===== config.mk =====
export PLATFORM = sky130hd
export DESIGN_NAME = cla_1_cell
export DESIGN_NICKNAME = d
export VERILOG_FILES = /design/src/rtl/cla_pkg.sv /design/src/rtl/cla_bit.sv /design/src/rtl/cla_1_cell.sv
export SDC_FILE = /design/constraint.sdc
export NUM_CORES = 1
export LEC_CHECK = 0
export BUFFER_PORTS_ARGS = -buffer_cell sky130_fd_sc_hd__buf_2
export CORE_AREA = 2 2 39 41
export CTS_CLUSTER_SIZE = 16
export DETAILED_ROUTE_END_ITERATION = 8
export DIE_AREA = 0 0 41 43
export PLACE_DENSITY_LB_ADDON = 0.15
export SYNTH_ARGS = -nofsm -noshare
export SYNTH_HDL_FRONTEND = slang
export SYNTH_SLANG_ARGS = --single-unit

===== constraint.sdc =====
create_clock -name clk -period 1.2 [get_ports clk]
set_input_delay 0.12 -clock clk [delete_from_list [all_inputs] [get_ports clk]]
set_output_delay 0.12 -clock clk [all_outputs]
set_load 0.05 [all_outputs]

===== src/rtl/cla_pkg.sv =====
// Shared carry-lookahead definitions for the CLA slice and higher
// lookahead levels that chain slices through group G/P.
package cla_pkg;

    localparam int CLA_MAX_WIDTH = 64;

    // Bit i of the result is the carry out of bit i, each expanded as a
    // flat sum of products over g/p/c_in rather than a rippled chain.
    function automatic logic [CLA_MAX_WIDTH-1:0] cla_carry(
        input logic [CLA_MAX_WIDTH-1:0] g,
        input logic [CLA_MAX_WIDTH-1:0] p,
        input logic                     c_in,
        input int                       width
    );
        logic [CLA_MAX_WIDTH-1:0] c;
        logic                     term;
        c = '0;
        for (int i = 0; i < width; i++) begin
            term = c_in;
            for (int k = 0; k <= i; k++) begin
                term = term & p[k];
            end
            c[i] = term;
            for (int j = 0; j <= i; j++) begin
                term = g[j];
                for (int k = j + 1; k <= i; k++) begin
                    term = term & p[k];
                end
                c[i] = c[i] | term;
            end
        end
        return c;
    endfunction

endpackage


===== src/rtl/cla_bit.sv =====
// Single-bit leaf of the lookahead adder: generate/propagate from the
// addends and the sum bit from propagate and the incoming carry.
module cla_bit (
    input  logic a,
    input  logic b,
    input  logic c,
    output logic g,
    output logic p,
    output logic s
);

    assign g = a & b;
    assign p = a ^ b;
    assign s = p ^ c;

endmodule


===== src/rtl/cla_1_cell.sv =====
// Registered carry-lookahead adder slice with per-bit carries and
// group generate/propagate for chaining into a wider lookahead tree.
module cla_1_cell
    import cla_pkg::*;
#(
    parameter int WIDTH = 1
) (
    input  logic             clk,
    input  logic             rst,
    input  logic             in_valid,
    input  logic [WIDTH-1:0] a,
    input  logic [WIDTH-1:0] b,
    input  logic             c_in,
    output logic             out_valid,
    output logic [WIDTH-1:0] s,
    output logic [WIDTH-1:0] c_out,
    output logic [WIDTH-1:0] g,
    output logic [WIDTH-1:0] p,
    output logic             gg,
    output logic             gp
);

    logic [WIDTH-1:0]         g_w;
    logic [WIDTH-1:0]         p_w;
    logic [WIDTH-1:0]         s_w;
    logic [WIDTH-1:0]         c_bit;
    logic [CLA_MAX_WIDTH-1:0] g_ext;
    logic [CLA_MAX_WIDTH-1:0] p_ext;
    logic [CLA_MAX_WIDTH-1:0] carry_full;
    logic [CLA_MAX_WIDTH-1:0] carry_gen;
    logic                     unused_carry;

    for (genvar i = 0; i < WIDTH; i++) begin : g_bit
        cla_bit u_bit (
            .a (a[i]),
            .b (b[i]),
            .c (c_bit[i]),
            .g (g_w[i]),
            .p (p_w[i]),
            .s (s_w[i])
        );
    end

    always_comb begin
        g_ext = '0;
        p_ext = '0;
        g_ext[WIDTH-1:0] = g_w;
        p_ext[WIDTH-1:0] = p_w;
    end

    // Group generate is the same network evaluated with no carry in.
    assign carry_full = cla_carry(g_ext, p_ext, c_in, WIDTH);
    assign carry_gen  = cla_carry(g_ext, p_ext, 1'b0, WIDTH);

    assign unused_carry = ^{carry_full, carry_gen};

    always_comb begin
        c_bit    = '0;
        c_bit[0] = c_in;
        for (int i = 1; i < WIDTH; i++) begin
            c_bit[i] = carry_full[i-1];
        end
    end

    always_ff @(posedge clk) begin
        if (rst) begin
            out_valid <= 1'b0;
            s         <= '0;
            c_out     <= '0;
            g         <= '0;
            p         <= '0;
            gg        <= 1'b0;
            gp        <= 1'b0;
        end else begin
            out_valid <= in_valid;
            if (in_valid) begin
                s     <= s_w;
                c_out <= carry_full[WIDTH-1:0];
                g     <= g_w;
                p     <= p_w;
                gg    <= carry_gen[WIDTH-1];
                gp    <= &p_w;
            end
        end
    end

endmodule


Yosys cells after proc, flatten, opt, wreduce, memory -nomap -nowiden
Cells that the tools add are included.
{"block": "word_totals", "reg_bits": 5, "latch_bits": 0, "mem_bits_rw": 0, "romBits": 0, "in_bits": 6, "wordCells": 10, "mem_count": 0}
{"block": "op_classes", "add_sub_neg": 0, "mul": 0, "div": 0, "magnitude_cmp": 0, "n_eq_ne": 0, "shift": 0, "muxes": 0, "bitwise_logic": 5, "reduce_logical": 0}
{"cell": "$and 1x1->1", "n": 2}
{"cell": "$xor 1x1->1", "n": 2}
{"cell": "$or 1x1->1", "n": 1}

Logic depth before layout (Yosys ltp)
{"block": "logic_depth", "depth_word": 3, "depth_mapped": 3, "ltp_nobuf": 3}

Modules after synthesis
From an unflattened synthesis, not the netlist that was laid out.
{"block": "hier_totals", "cells_unflattened": 20, "area_unflattened_um2": 219.0}
{"module": "cla_1_cell", "instances": 1, "cells_each": 18, "area_per_inst_um2": 197.7}
{"module": "cla_bit", "instances": 1, "cells_each": 2, "area_per_inst_um2": 21.3}

Worst setup path before layout
Ideal clock, no wire load.
{"block": "synth_timing", "path_type": "reg2out", "start": "register gg", "end": "output port gg", "t_arrival_ps": 912, "required_ps": 1080, "path_slack_ps": 168, "stages_incl_launch_ff": 2, "n_path_buf": 1, "path_cell_list": "dfxtp_1 > buf_4"}
{"item": "start: declaration", "line_no": "cla_1_cell.sv:19", "source": "output logic gg,"}
{"item": "start signal: assignment", "line_no": "cla_1_cell.sv:81", "source": "gg <= carry_gen[WIDTH-1];"}
No word-level cell between the ends.

Worst setup path in the final report
{"block": "layout_timing", "start": "register p", "end": "output port p"}
{"item": "start: declaration", "line_no": "cla_1_cell.sv:18", "source": "output logic [WIDTH-1:0] p,"}
{"item": "start signal: assignment", "line_no": "cla_1_cell.sv:80", "source": "p <= p_w;"}
No word-level cell between the ends.

==> flow_summary.ini <==
[sta]
slew_headroom_pct = 83.5
hold_viol = 0
worst_pin_slew_ps = 250
fin_crit_sh_pct = 81.0
grt_setup_unrepaired = false
period_needed_ps = 972
max_freq_mhz = 1030
final-setup-viol-count = 0
maxSlewViolCount = 0
fin_worst_skew_ps = 0
setup_slack_ps = 228
setup_tns_ps = 0

[job]
drv_cap = 0

[place]
port_buffers = 12
dp.cells = 44
globalplace.congestion = 0.633
place_ws_ps = 178
placed_cell_area_um2 = 274

[hold_path]
hp-class = input port to flop
holdPathStages = 2
hold_end = out_valid$_SDFF_PP0_
min_from = rst

[clock_network]
cts-buffers-inserted = 3
ctsHoldBuffers = 0
clkSinkCount = 5
root_buffer = clkbuf_4
postCtsSetupBuffers = 0
insertion_delay_ps = 240
cts_tree = yes
clk_pin_slew_ps = 50
htreeDepth = 1
cts_resized = 0
cts_buffer_depth = 2

[grt]
grt_pass1_vias = 168
grt_first_pass_wirelength_um = 696
grt_max_degree = 6
grt_overflow = 0
track_usage_pct = 6.84
antenna_found_initial = 0

[finish]
drive_gt1_share_pct = 46.9
seq_area_um2 = 100
fillers = 158
fin_area_um2 = 300
multi_input_area_um2 = 93.8
instances_no_fill = 48
area_growth_pct = 36.4
final_nets = 41
antennaDiodeCount = 0

[setup_path]
worstReg2RegEnd = p$_SDFFE_PP0P_
required_ps = 1080
crit_family = flip-flops
criticalPathCategory = flop to primary output
worstPathArrival_ps = 850
max_stage_delay_ps = 340
reg2reg_depth = 2
cp-end-kind = primary output
critPathLaunchType = flop
crit_chain = buf_2
cp_num_buf_inv = 1
critPathSlowestCell = dfxtp_1
regToRegStartpoint = p$_SDFFE_PP0P_
crit_path_max_fanout = 3
reg2reg_slack_ps = 610

[logic_synthesis]
syn_area_um2 = 220
synthCells = 19
syn_nets = 27
ys_warn_count = 0
synth_cell_types = 8
synth_area_leaders = dfxtp_1 45%, mux2i_1 18%, fa_1 9.1%
netlist.area_leader.share_pct = 45.5
yosys.area.top_type = dfxtp_1
yosysSeqAreaShare_pct = 45.5
syn_area_per_cell_um2 = 11.6
ys_ff_latch = 5

[die]
start_util_pct = 15.9
die_w_um = 41
die_h_um = 43
die_area_um2 = 1760
row_count = 14
core_um2 = 1380
ios = 13

[routing]
ant_nets = 0
vias = 172
routed_wl_um = 449
wl_per_cell_um = 9.35
first_iter_violations = 0
drcViolationCount = 0
via_per_inst = 3.58
dr.pass1.iters = 1

[power_and_ir_drop]
swShare_pct = 32.2
p_sw_uw = 159
p_seq_share_pct = 37.1
intPower_uw = 334
ir_worst_vdd_mv = 0.420
p_per_area_nw_per_um2 = 1640
pwr-share-comb_pct = 21.7
p_leak_nw = 0.159
pwr-share-clk_pct = 41.2

[outcome]
outcome = complete, no violations
-- final cells by class --
type                       instances  share of cell area, %
multi-input combinational         11                   31.3
sequential                         5                   33.3
clock buffer                       4                   8.75
tap                               16                   6.67
timing repair buffer              12                   20.0
-- state kept, by name (all words and copies together), names as in the netlist --
| register | flops |
|---|---|
| c_out | 1 |
| out_valid | 1 |
| p | 1 |
| gg | 1 |
| s | 1 |
-- layer usage --
| metal | share of wire, % | routed length (um) | track usage [%] | vias up |
|---|---|---|---|---|
| met5 | 0 | 0 | 0 | - |
| li1 | - | - | - | 84 |
| met3 | 12 | 54 | 4.71 | 0 |
| met2 | 49 | 220 | 9.06 | 9 |
| met4 | 0 | 0 | 6.00 | 0 |
| met1 | 39 | 175 | 6.80 | 79 |
-- power groups by stage --
stage          Sequential [mW]  Combinational [mW]  Clock (mW)
5_1_grt                  0.184               0.114       0.230
4_1_cts                  0.183               0.108       0.214
6_report                 0.183               0.107       0.203
3_3_place_gp             0.186               0.107           0
3_5_place_dp             0.187               0.108           0
2_1_floorplan            0.225              0.0451           0
-- cells in the final DEF (no fill, tap or decap) --
| cell type | netlist | routed |
|---|---|---|
| buf_2 | 0 | 12 |
| mux2i_1 | 4 | 4 |
| dfxtp_1 | 5 | 5 |
| clkbuf_1 | 0 | 1 |
| nor2_1 | 4 | 4 |
| clkbuf_4 | 0 | 3 |
| fa_1 | 1 | 1 |
| ha_1 | 1 | 1 |
| nor2b_1 | 1 | 1 |
-- cells in the mapped netlist --
master,number
dfxtp_1,5
nor2b_1,1
buf_4,2
fa_1,1
ha_1,1
nor2_1,4
buf_6,1
mux2i_1,4
-- logic make-up (layout without fill, tap and decap cells) --
| group | after synthesis | in the layout | share of synthesized area (%) |
|---|---|---|---|
| fa+ha+maj | 2 | 2 | 14.8 |
| buf+inv | 3 | 16 | 11.9 |
| simple gates | 5 | 5 | 9.66 |
| flops | 5 | 5 | 45.5 |
| mux | 4 | 4 | 18.2 |
-- how the worst max path moves through the flow --
stage / from / end / cells after the start
floorplan: gg$_SDFFE_PP0P_ / gg / 1
global placement: a / s$_SDFFE_PP0P_ / 4
detailed placement: a / s$_SDFFE_PP0P_ / 4
CTS: gg$_SDFFE_PP0P_ / gg / 1
global route: gg$_SDFFE_PP0P_ / g / 1
finish: p$_SDFFE_PP0P_ / p / 1
-- per-stage QoR --
step | utilization, % | power, mW | hold WS (ps)
floorplan | - | 0.270 | 192
global route | 21.7 | 0.528 | 103
finish | 21.7 | 0.493 | 102
global placement | 19.8 | 0.293 | 359
CTS | 21.7 | 0.506 | 97.2
detailed placement | 19.8 | 0.295 | 358
(Power assumes the default switching activity.)
